<file path="config.mk">
export PLATFORM = sky130hd
export DESIGN_NAME = sc_cell_test_seq
export DESIGN_NICKNAME = d
export VERILOG_FILES = /design/src/rtl/sc_test_pkg.sv /design/src/rtl/sc_slot_next_pri.sv /design/src/rtl/sc_cell_test_seq.sv
export SDC_FILE = /design/constraint.sdc
export NUM_CORES = 1
export LEC_CHECK = 0
export ABC_CLOCK_PERIOD_IN_PS = 5400
export CORE_MARGIN = 4
export CORE_UTILIZATION = 48
export CTS_CLUSTER_DIAMETER = 100
export CTS_CLUSTER_SIZE = 8
export DETAILED_ROUTE_END_ITERATION = 12
export PLACE_DENSITY = 0.95
export SYNTH_ARGS = -nofsm -noshare
export SYNTH_HDL_FRONTEND = slang
export SYNTH_SLANG_ARGS = --single-unit
</file>
<file path="constraint.sdc">
create_clock -name clk_i -period 5.4 [get_ports clk_i]
set_input_delay 0.54 -clock clk_i [delete_from_list [all_inputs] [get_ports clk_i]]
set_output_delay 0.54 -clock clk_i [all_outputs]
set_load 0.02 [all_outputs]
</file>
<file path="src/rtl/sc_test_pkg.sv">
// Shared types and constants for the library-cell test sequencer.
// Optional MISR signature support is compiled in with SC_TEST_MISR_EN.
package sc_test_pkg;

    typedef enum logic [2:0] {
        IDLE,
        APPLY,
        SETTLE,
        SAMPLE,
        FIN
    } state_e;

    localparam int          VEC_W     = 3;
    localparam int          TT_W      = 8;
    localparam logic [7:0]  ERR_MAX   = 8'd255;
    localparam logic [15:0] MISR_POLY = 16'h1021;  // x^16+x^12+x^5+1
    localparam logic [15:0] MISR_SEED = 16'hFFFF;

    function automatic logic [15:0] misr_step(input logic [15:0] sig, input logic [15:0] data);
        return {sig[14:0], 1'b0} ^ (sig[15] ? MISR_POLY : 16'h0000) ^ data;
    endfunction

endpackage

</file>
<file path="src/rtl/sc_slot_next_pri.sv">
// Finds the lowest set mask bit at/above (above_i=0) or strictly above (above_i=1) base_i.
module sc_slot_next_pri #(
    parameter int NSLOT = 8,
    parameter int IDX_W = 3
) (
    input  logic [NSLOT-1:0] mask_i,
    input  logic [IDX_W-1:0] base_i,
    input  logic             above_i,
    output logic             found_o,
    output logic [IDX_W-1:0] idx_o
);

    logic [NSLOT-1:0] elig;

    for (genvar gi = 0; gi < NSLOT; gi++) begin : g_elig
        assign elig[gi] = mask_i[gi] &&
                          ((gi > int'(base_i)) || (!above_i && (gi == int'(base_i))));
    end

    // Scan downwards so the last hit is the lowest eligible slot.
    always_comb begin
        found_o = 1'b0;
        idx_o   = '0;
        for (int i = NSLOT - 1; i >= 0; i--) begin
            if (elig[i]) begin
                found_o = 1'b1;
                idx_o   = IDX_W'(i);
            end
        end
    end

endmodule

</file>
<file path="src/rtl/sc_cell_test_seq.sv">
// On-die library-cell test sequencer: walks masked slots through all 8 {S,B,A} vectors.
// Define SC_TEST_MISR_EN to add the 16-bit MISR signature output sig_o.
module sc_cell_test_seq
    import sc_test_pkg::*;
#(
    parameter int NSLOT      = 8,
    parameter int SETTLE_CYC = 2
) (
    input  logic                     clk_i,
    input  logic                     rst_n_i,
    input  logic                     start_i,
    input  logic [NSLOT-1:0]         slot_mask_i,
    input  logic [NSLOT*TT_W-1:0]    tt_i,
    input  logic                     y_in_i,
    output logic [VEC_W-1:0]         stim_o,
    output logic [$clog2(NSLOT)-1:0] sel_o,
    output logic                     busy_o,
    output logic                     done_o,
    output logic                     pass_o,
    output logic [NSLOT-1:0]         fail_mask_o,
    output logic [7:0]               err_cnt_o
`ifdef SC_TEST_MISR_EN
    ,
    output logic [15:0]              sig_o
`endif
);

    localparam int SEL_W = $clog2(NSLOT);
    localparam int CNT_W = $clog2(SETTLE_CYC) + 1;

    state_e             state_q, state_d;
    logic [NSLOT-1:0]   mask_q, mask_d;
    logic [SEL_W-1:0]   sel_q, sel_d;
    logic [VEC_W-1:0]   vec_q, vec_d;
    logic [VEC_W-1:0]   stim_q, stim_d;
    logic [CNT_W-1:0]   cnt_q, cnt_d;
    logic [NSLOT-1:0]   fail_q, fail_d;
    logic [7:0]         err_q, err_d;
    logic               pass_q, pass_d;
`ifdef SC_TEST_MISR_EN
    logic [15:0]        sig_q, sig_d;
`endif

    logic               in_idle;
    logic               pri_found;
    logic [SEL_W-1:0]   pri_idx;
    logic               exp_y;

    // In IDLE the finder looks at the live mask from slot 0; while running it looks past SEL.
    assign in_idle = (state_q == IDLE);

    sc_slot_next_pri #(
        .NSLOT (NSLOT),
        .IDX_W (SEL_W)
    ) u_pri (
        .mask_i  (in_idle ? slot_mask_i : mask_q),
        .base_i  (in_idle ? '0 : sel_q),
        .above_i (!in_idle),
        .found_o (pri_found),
        .idx_o   (pri_idx)
    );

    assign exp_y = tt_i[{sel_q, vec_q}];

    always_comb begin
        state_d = state_q;
        mask_d  = mask_q;
        sel_d   = sel_q;
        vec_d   = vec_q;
        stim_d  = stim_q;
        cnt_d   = cnt_q;
        fail_d  = fail_q;
        err_d   = err_q;
        pass_d  = pass_q;
`ifdef SC_TEST_MISR_EN
        sig_d   = sig_q;
`endif
        case (state_q)
            IDLE: begin
                if (start_i) begin
                    fail_d = '0;
                    err_d  = '0;
`ifdef SC_TEST_MISR_EN
                    sig_d  = MISR_SEED;
`endif
                    if (pri_found) begin
                        mask_d  = slot_mask_i;
                        sel_d   = pri_idx;
                        vec_d   = '0;
                        state_d = APPLY;
                    end else begin
                        pass_d  = 1'b1;
                        state_d = FIN;
                    end
                end
            end
            APPLY: begin
                stim_d  = vec_q;
                cnt_d   = CNT_W'(SETTLE_CYC - 1);
                state_d = SETTLE;
            end
            SETTLE: begin
                if (cnt_q == '0) begin
                    state_d = SAMPLE;
                end else begin
                    cnt_d = cnt_q - CNT_W'(1);
                end
            end
            SAMPLE: begin
                if (y_in_i != exp_y) begin
                    fail_d[sel_q] = 1'b1;
                    if (err_q != ERR_MAX) begin
                        err_d = err_q + 8'd1;
                    end
                end
`ifdef SC_TEST_MISR_EN
                sig_d = misr_step(sig_q, 16'({5'(sel_q), vec_q, y_in_i}));
`endif
                if (vec_q != 3'd7) begin
                    vec_d   = vec_q + 3'd1;
                    state_d = APPLY;
                end else if (pri_found) begin
                    sel_d   = pri_idx;
                    vec_d   = '0;
                    state_d = APPLY;
                end else begin
                    pass_d  = (fail_d == '0);
                    state_d = FIN;
                end
            end
            FIN: begin
                state_d = IDLE;
            end
            default: begin
                state_d = IDLE;
            end
        endcase
    end

    always_ff @(posedge clk_i) begin
        if (!rst_n_i) begin
            state_q <= IDLE;
            mask_q  <= '0;
            sel_q   <= '0;
            vec_q   <= '0;
            stim_q  <= '0;
            cnt_q   <= '0;
            fail_q  <= '0;
            err_q   <= '0;
            pass_q  <= 1'b1;
`ifdef SC_TEST_MISR_EN
            sig_q   <= MISR_SEED;
`endif
        end else begin
            state_q <= state_d;
            mask_q  <= mask_d;
            sel_q   <= sel_d;
            vec_q   <= vec_d;
            stim_q  <= stim_d;
            cnt_q   <= cnt_d;
            fail_q  <= fail_d;
            err_q   <= err_d;
            pass_q  <= pass_d;
`ifdef SC_TEST_MISR_EN
            sig_q   <= sig_d;
`endif
        end
    end

    assign stim_o      = stim_q;
    assign sel_o       = sel_q;
    assign busy_o      = (state_q != IDLE);
    assign done_o      = (state_q == FIN);
    assign pass_o      = pass_q;
    assign fail_mask_o = fail_q;
    assign err_cnt_o   = err_q;
`ifdef SC_TEST_MISR_EN
    assign sig_o       = sig_q;
`endif

endmodule

</file>
### Yosys cells after proc, flatten, opt, wreduce, memory -nomap -nowiden

Index checks and enable logic that the tools add are counted.

| storage, ports and cells | value |
|---|---|
| bits of input ports | 76 |
| bits in registers | 39 |
| word-level logic and storage cells | 132 |
| output and inout bits | 25 |

| operators by class | value |
|---|---|
| reductions and logical operators | 38 |
| equal/unequal tests | 22 |
| add/sub/neg operators | 3 |
| multiplexer cells | 49 |
| order comparisons | 10 |
| bitwise gates (word level) | 1 |

Operator list:

| kind | count |
|---|---|
| $mux 3 | 19 |
| $mux 8 | 6 |
| $pmux 8 s2 | 2 |
| $logic_and 1x1->1 | 17 |
| $ne 2x2->1 const B | 8 |
| $mux 1 | 14 |
| $eq 3x3->1 const A | 4 |
| $gt 3x3->1 const A | 4 |
| $pmux 3 s2 | 2 |
| $pmux 3 s4 | 1 |
| $add 8x1->8 const B | 1 |
| $logic_not 8->1 | 1 |
| $ne 8x8->1 const B | 1 |
| $or 8x8->8 | 1 |
| $logic_or 1x1->1 | 7 |
| $lt 6x7->1 const B | 1 |
| $bmux 1 s6 | 1 |
| $eq 2x3->1 const A | 2 |
| $eq 3x2->1 const B | 2 |
| $gt 2x3->1 const A | 2 |
| $logic_not 3->1 | 2 |
| $reduce_and 2->1 | 3 |
| $reduce_and 3->1 | 2 |
| $reduce_and 5->1 | 1 |
| other kinds (18) | 19 |

### Longest topological paths before layout

| logic depth | value |
|---|---|
| word-level depth | 17 |
| depth in mapped cells | 10 |
| mapped depth without buffers | 8 |

### Cells and area by module

From an unflattened synthesis, not the netlist that was laid out.

| unflattened totals | value |
|---|---|
| cells, all modules | 330 |
| area, all modules | 2902.8 um2 |

Modules (own cells, without submodules):

| module | sequential area each (um2) | times used | cells an instance | area each (um2) |
|---|---|---|---|---|
| sc_cell_test_seq | 780.7 | 1 | 284 | 2570.0 |
| sc_slot_next_pri | 0.0 | 1 | 46 | 332.8 |

### Least setup slack after synthesis

No wires, ideal clock.

| timing path | value |
|---|---|
| kind | flip-flop to flip-flop |
| start point | register vec_q[0] |
| end point | register err_q[5] (netlist: err_cnt_o[5]) |
| library setup time | 118 ps |
| stages on the path, launching flop included | 10 |
| arrival | 2575 ps |
| data required time | 5282 ps |
| buffers on the path | 2 |
| clock period less this slack | 2693 ps |
| path slack | 2707 ps |
| path through | dfxtp_1 > buf_6 > buf_12 > mux4_2 > a32o_1 > a222oi_1 > and4_4 > xor2_2 > or4_1 > mux2i_1 |

| on the way | value |
|---|---|
| cells in the longest elaborated chain, start to end | 5 |

RTL lines:

| element | RTL line | RTL |
|---|---|---|
| start, declared | sc_cell_test_seq.sv:34 | `logic [VEC_W-1:0] vec_q, vec_d;` |
| start signal, assigned | sc_cell_test_seq.sv:158 | `vec_q <= vec_d;` |
| $bmux 1 s6 | sc_cell_test_seq.sv:63 | `assign exp_y = tt_i[{sel_q, vec_q}];` |
| $mux 1 (implied by the code) | sc_cell_test_seq.sv:63 |  |
| $ne 1x1->1 | sc_cell_test_seq.sv:110 | `if (y_in_i != exp_y) begin` |
| $ne 2x2->1 (no source line) | -- |  |
| $reduce_and 4->1 (no source line) | -- |  |
| end signal, assigned | sc_cell_test_seq.sv:162 | `err_q <= err_d;` |
| end, declared | sc_cell_test_seq.sv:38 | `logic [7:0] err_q, err_d;` |

Every way passes these cells. The select of a mux whose other input is x is not followed.
A chain may end at the register's enable or synchronous reset.

### Final worst setup path

Same ends and word-level chain as after synthesis.

==> summary.md <==
| Metric | Value |
|---|---|
| Fmax | 278 MHz |
| Initial antenna violation count | 0 |
| Routed via count | 2619 |
| Flops & latches, synth | 38 |
| Total power | 879 µW |
| Layout net count | 446 |
| Starting Density | 50.1% |
| Setup Fix Bufs, Post-CTS | 0 |
| FF-to-FF path depth | 7 |
| Req. time, crit path | 5.59 ns |
| # IOs | 101 |
| Clock slew at reported path FFs | 0.08 ns |
| Drt pass-1 iters | 6 |
| Final worst clock skew | 0.00569 ns |
| Clk sink count | 38 |
| GPL Wtd Cong | 0.929 |
| Largest net degree at the start of global routing | 29 |
| Avg Inst Size Synth | 9.20 µm² |
| FFs w/ async S/R, synth | 0% |
| Post-synth EDFFs | 0 |
| Power per standard cell area | 241 nW/µm² |
| Clk buf depth | 2 |
| Logic pwr share | 36.5% |
| Total Routing Usage GR | 22.8% |
| Min-delay worst type | reg -> reg |
| Max-Cap Viols | 0 |
| Util after Layout | 70.9% |
| Core area | 5140 µm² |
| P_sw | 312 µW |
| Synth Net Count | 360 |
| Hold Fails Final Rpt | 0 |
| Startpoint types | flop |
| Std cell rows | 26 |
| Commonest non-fill, non-tap cells in the layout | clkdlybuf4s50_1 (100), dfxtp_1 (38), nand2_1 (31), mux4_2 (14), nor2b_1 (14) |
| Seq pwr share | 40.0% |
| H-tree Lvls | 2 |
| Final-report setup violation count | 0 |
| Die width | 81.3 µm |
| Internal | 567 µW |
| Worst r2r src | vec_q[0] |
| Reg2reg setup slack | 1.80 ns |
| HPWL Detailed | 5770 µm |
| Clock group share of total power | 23.5% |
| Fin crit share | 66.7% |
| CTS tree | built |
| Seq/Total Area, Yosys | 29.5% |
| CP max stage cell | dfxtp_1 |
| Commonest non-fill, non-tap cell in the layout | clkdlybuf4s50_1 |
| Drt total wl | 7510 µm |
| Worst setup margin | 1.80 ns |
| CP Cell Sequence | mux4_2 -> a32o_1 -> a222oi_1 -> and4_4 -> xor2_2 -> or4_1 -> mux2i_1 |
| Clock Latency Late Sink | 0.30 ns |
| Post-DR wirelength/cell | 17.2 µm |
| Crit Path Category | reg -> reg |
| Antenna-violating nets left | 0 |
| Residual DRC count | 0 |
| PostCTS Resize Cnt | 0 |
| CP peak stage delay | 1.01 ns |
| Max-slew violations | 0 |
| Vias in the first global route | 2524 |
| Worst Hold Launch | mask_q[6] |
| Reg2reg end | err_cnt_o[5] |
| Layout cell share with drive strength beyond 1 | 9.26% |
| WHS Endpoint | mask_q[6] |
| Top_reg_cell synth | dfxtp_1 |
| Switching part of the total | 35.5% |
| Hold Buf Count CTS | 0 |
| Die height | 81.3 µm |
| FILL cells | 412 |
| Unrepaired setup endpoints after global routing | no |
| Global-route wire length before repair | 11700 µm |
| Slew Limit Headroom | 30.4% |
| Leakage Power | 0.00127 µW |
| Die area | 6600 µm² |
| CTS buffer count | 5 |
| Area Growth Syn to Fin | 41.4% |
| VDD IR max | 140 µV |
| Tmin final | 3.60 ns |
| Detailed Route Iter0 Violations | 237 |
| IO buf count | 100 |
| Ys Warns | 0 |
| Grt ovf | 0 |
| CP endpoint kind | flop |
| Place WS | 1.78 ns |
| Synth cell types | 55 |
| Least-Margin Pin Slew | 1.04 ns |
| CTS Root Cell | clkbuf_8 |
| Arr. time, crit path | 3.79 ns |
| Setup TNS | 0 ns |
| Syn Inst Count | 280 |
| Hold Path Stages | 2 |
| Worst-path fanout max | 19 |
| Vias/cell | 5.99 |
| Ant diodes | 0 |
| Post-Syn Area | 2580 µm² |
| Status | finished, final reports clean |
==> worst max-delay path by stage <==
stage | start | cells past startpoint | slack (ns) | endpoint
detailed placement | vec_q[0] | 7 | 1.78 | err_cnt_o[5]
finish | vec_q[0] | 7 | 1.80 | err_cnt_o[5]
CTS | vec_q[0] | 7 | 1.74 | err_cnt_o[5]
global placement | vec_q[0] | 7 | 1.95 | err_cnt_o[5]
floorplan | vec_q[0] | 9 | 2.71 | err_cnt_o[5]
global route | vec_q[0] | 7 | 1.58 | err_cnt_o[5]
==> through the flow <==
stage          instances  hold slack, ns  area [µm²]
2_1_floorplan        280           0.440        2580
3_3_place_gp         429           0.459        3550
3_5_place_dp         429           0.464        3550
4_1_cts              437           0.474        3640
5_1_grt              437           0.510        3640
6_report             437           0.470        3640
==> kinds of logic after synthesis <==
group                    count (synthesis)  synth area share [%]
adder cells (fa/ha/maj)                  4                  1.94
multiplexers                            34                  21.5
buffers and inverters                   30                  5.88
AO/OA/AOI/OAI                           60                  16.2
XOR/XNOR                                 3                  1.31
flip-flops                              38                  29.5
AND/OR/NAND/NOR                        111                  23.6
==> power groups by stage <==
stage / Clock [µW] / Combinational [µW] / Sequential (µW)
2_1_floorplan: 0 / 242 / 324
4_1_cts: 206 / 320 / 350
5_1_grt: 219 / 347 / 357
6_report: 206 / 321 / 352
3_3_place_gp: 0 / 307 / 354
3_5_place_dp: 0 / 317 / 356
==> cell usage after synthesis (2+ instances only) <==
| master | instances | share of area, % |
|---|---|---|
| a21boi_0 | 6 | 1.7 |
| a21oi_1 | 10 | 1.9 |
| a22o_1 | 3 | 1.0 |
| a31oi_1 | 6 | 1.5 |
| a32o_1 | 5 | 1.9 |
| a32oi_1 | 3 | 1.0 |
| and2_1 | 3 | 0.73 |
| and3b_1 | 3 | 1.0 |
| buf_2 | 3 | 0.58 |
| buf_6 | 2 | 0.87 |
| clkbuf_1 | 13 | 1.9 |
| dfxtp_1 | 38 | 30 |
| ha_1 | 4 | 1.9 |
| inv_1 | 8 | 1.2 |
| mux2_2 | 5 | 2.2 |
| mux2i_1 | 13 | 5.1 |
| mux4_1 | 2 | 2.0 |
| mux4_2 | 14 | 12 |
| nand2_1 | 31 | 4.5 |
| nand2b_1 | 5 | 1.2 |
| nand3_1 | 10 | 1.9 |
| nand3b_1 | 2 | 0.58 |
| nand4b_1 | 2 | 0.68 |
| nor2_1 | 13 | 1.9 |
| nor2b_1 | 14 | 3.4 |
| nor3_1 | 6 | 1.2 |
| nor3_2 | 2 | 0.78 |
| nor3b_1 | 4 | 1.2 |
| nor4_1 | 4 | 0.97 |
| nor4b_1 | 3 | 1.0 |
| o211a_1 | 2 | 0.78 |
| o21ai_0 | 13 | 2.5 |
| o31ai_1 | 3 | 0.87 |
| or3_1 | 2 | 0.49 |
| or4_1 | 3 | 0.87 |
==> metal layers <==
layer	track usage [%]	wire length, µm	vias up
met3	6.43	537	17
met4	7.43	115	0
met5	0	0	-
met1	27.3	2910	1260
li1	-	-	1224
met2	39.2	3950	118
==> worst max-delay path, delay by kind of cell (launching register included) <==
kind / cells / cell delay (ns)
AO/OA/AOI/OAI: 2 / 0.66
XOR/XNOR: 1 / 0.17
flip-flops: 1 / 1.01
multiplexers: 2 / 0.74
AND/OR/NAND/NOR: 2 / 0.91
==> flip-flops by register name, summed over array words and instances (netlist names) <==
signal and cells:
cnt_q 2, err_cnt_o 8, fail_mask_o 8, mask_q 7, pass_o 1, sel_o 3, state_q 3, stim_o 3
vec_q 3
==> layout make-up <==
| type | count | area, µm² | share of cell area (%) |
|---|---|---|---|
| multi-input cells | 212 | 1660 | 45.7 |
| repair buffers | 100 | 1000 | 27.5 |
| flip-flops and latches | 38 | 761 | 20.9 |
| well taps | 70 | 87.6 | 2.40 |
| clock buffers | 6 | 82.6 | 2.27 |
| inverters | 9 | 33.8 | 0.928 |
| clock inverters | 2 | 12.5 | 0.344 |
No activity file was read; power rests on OpenSTA's default activity.
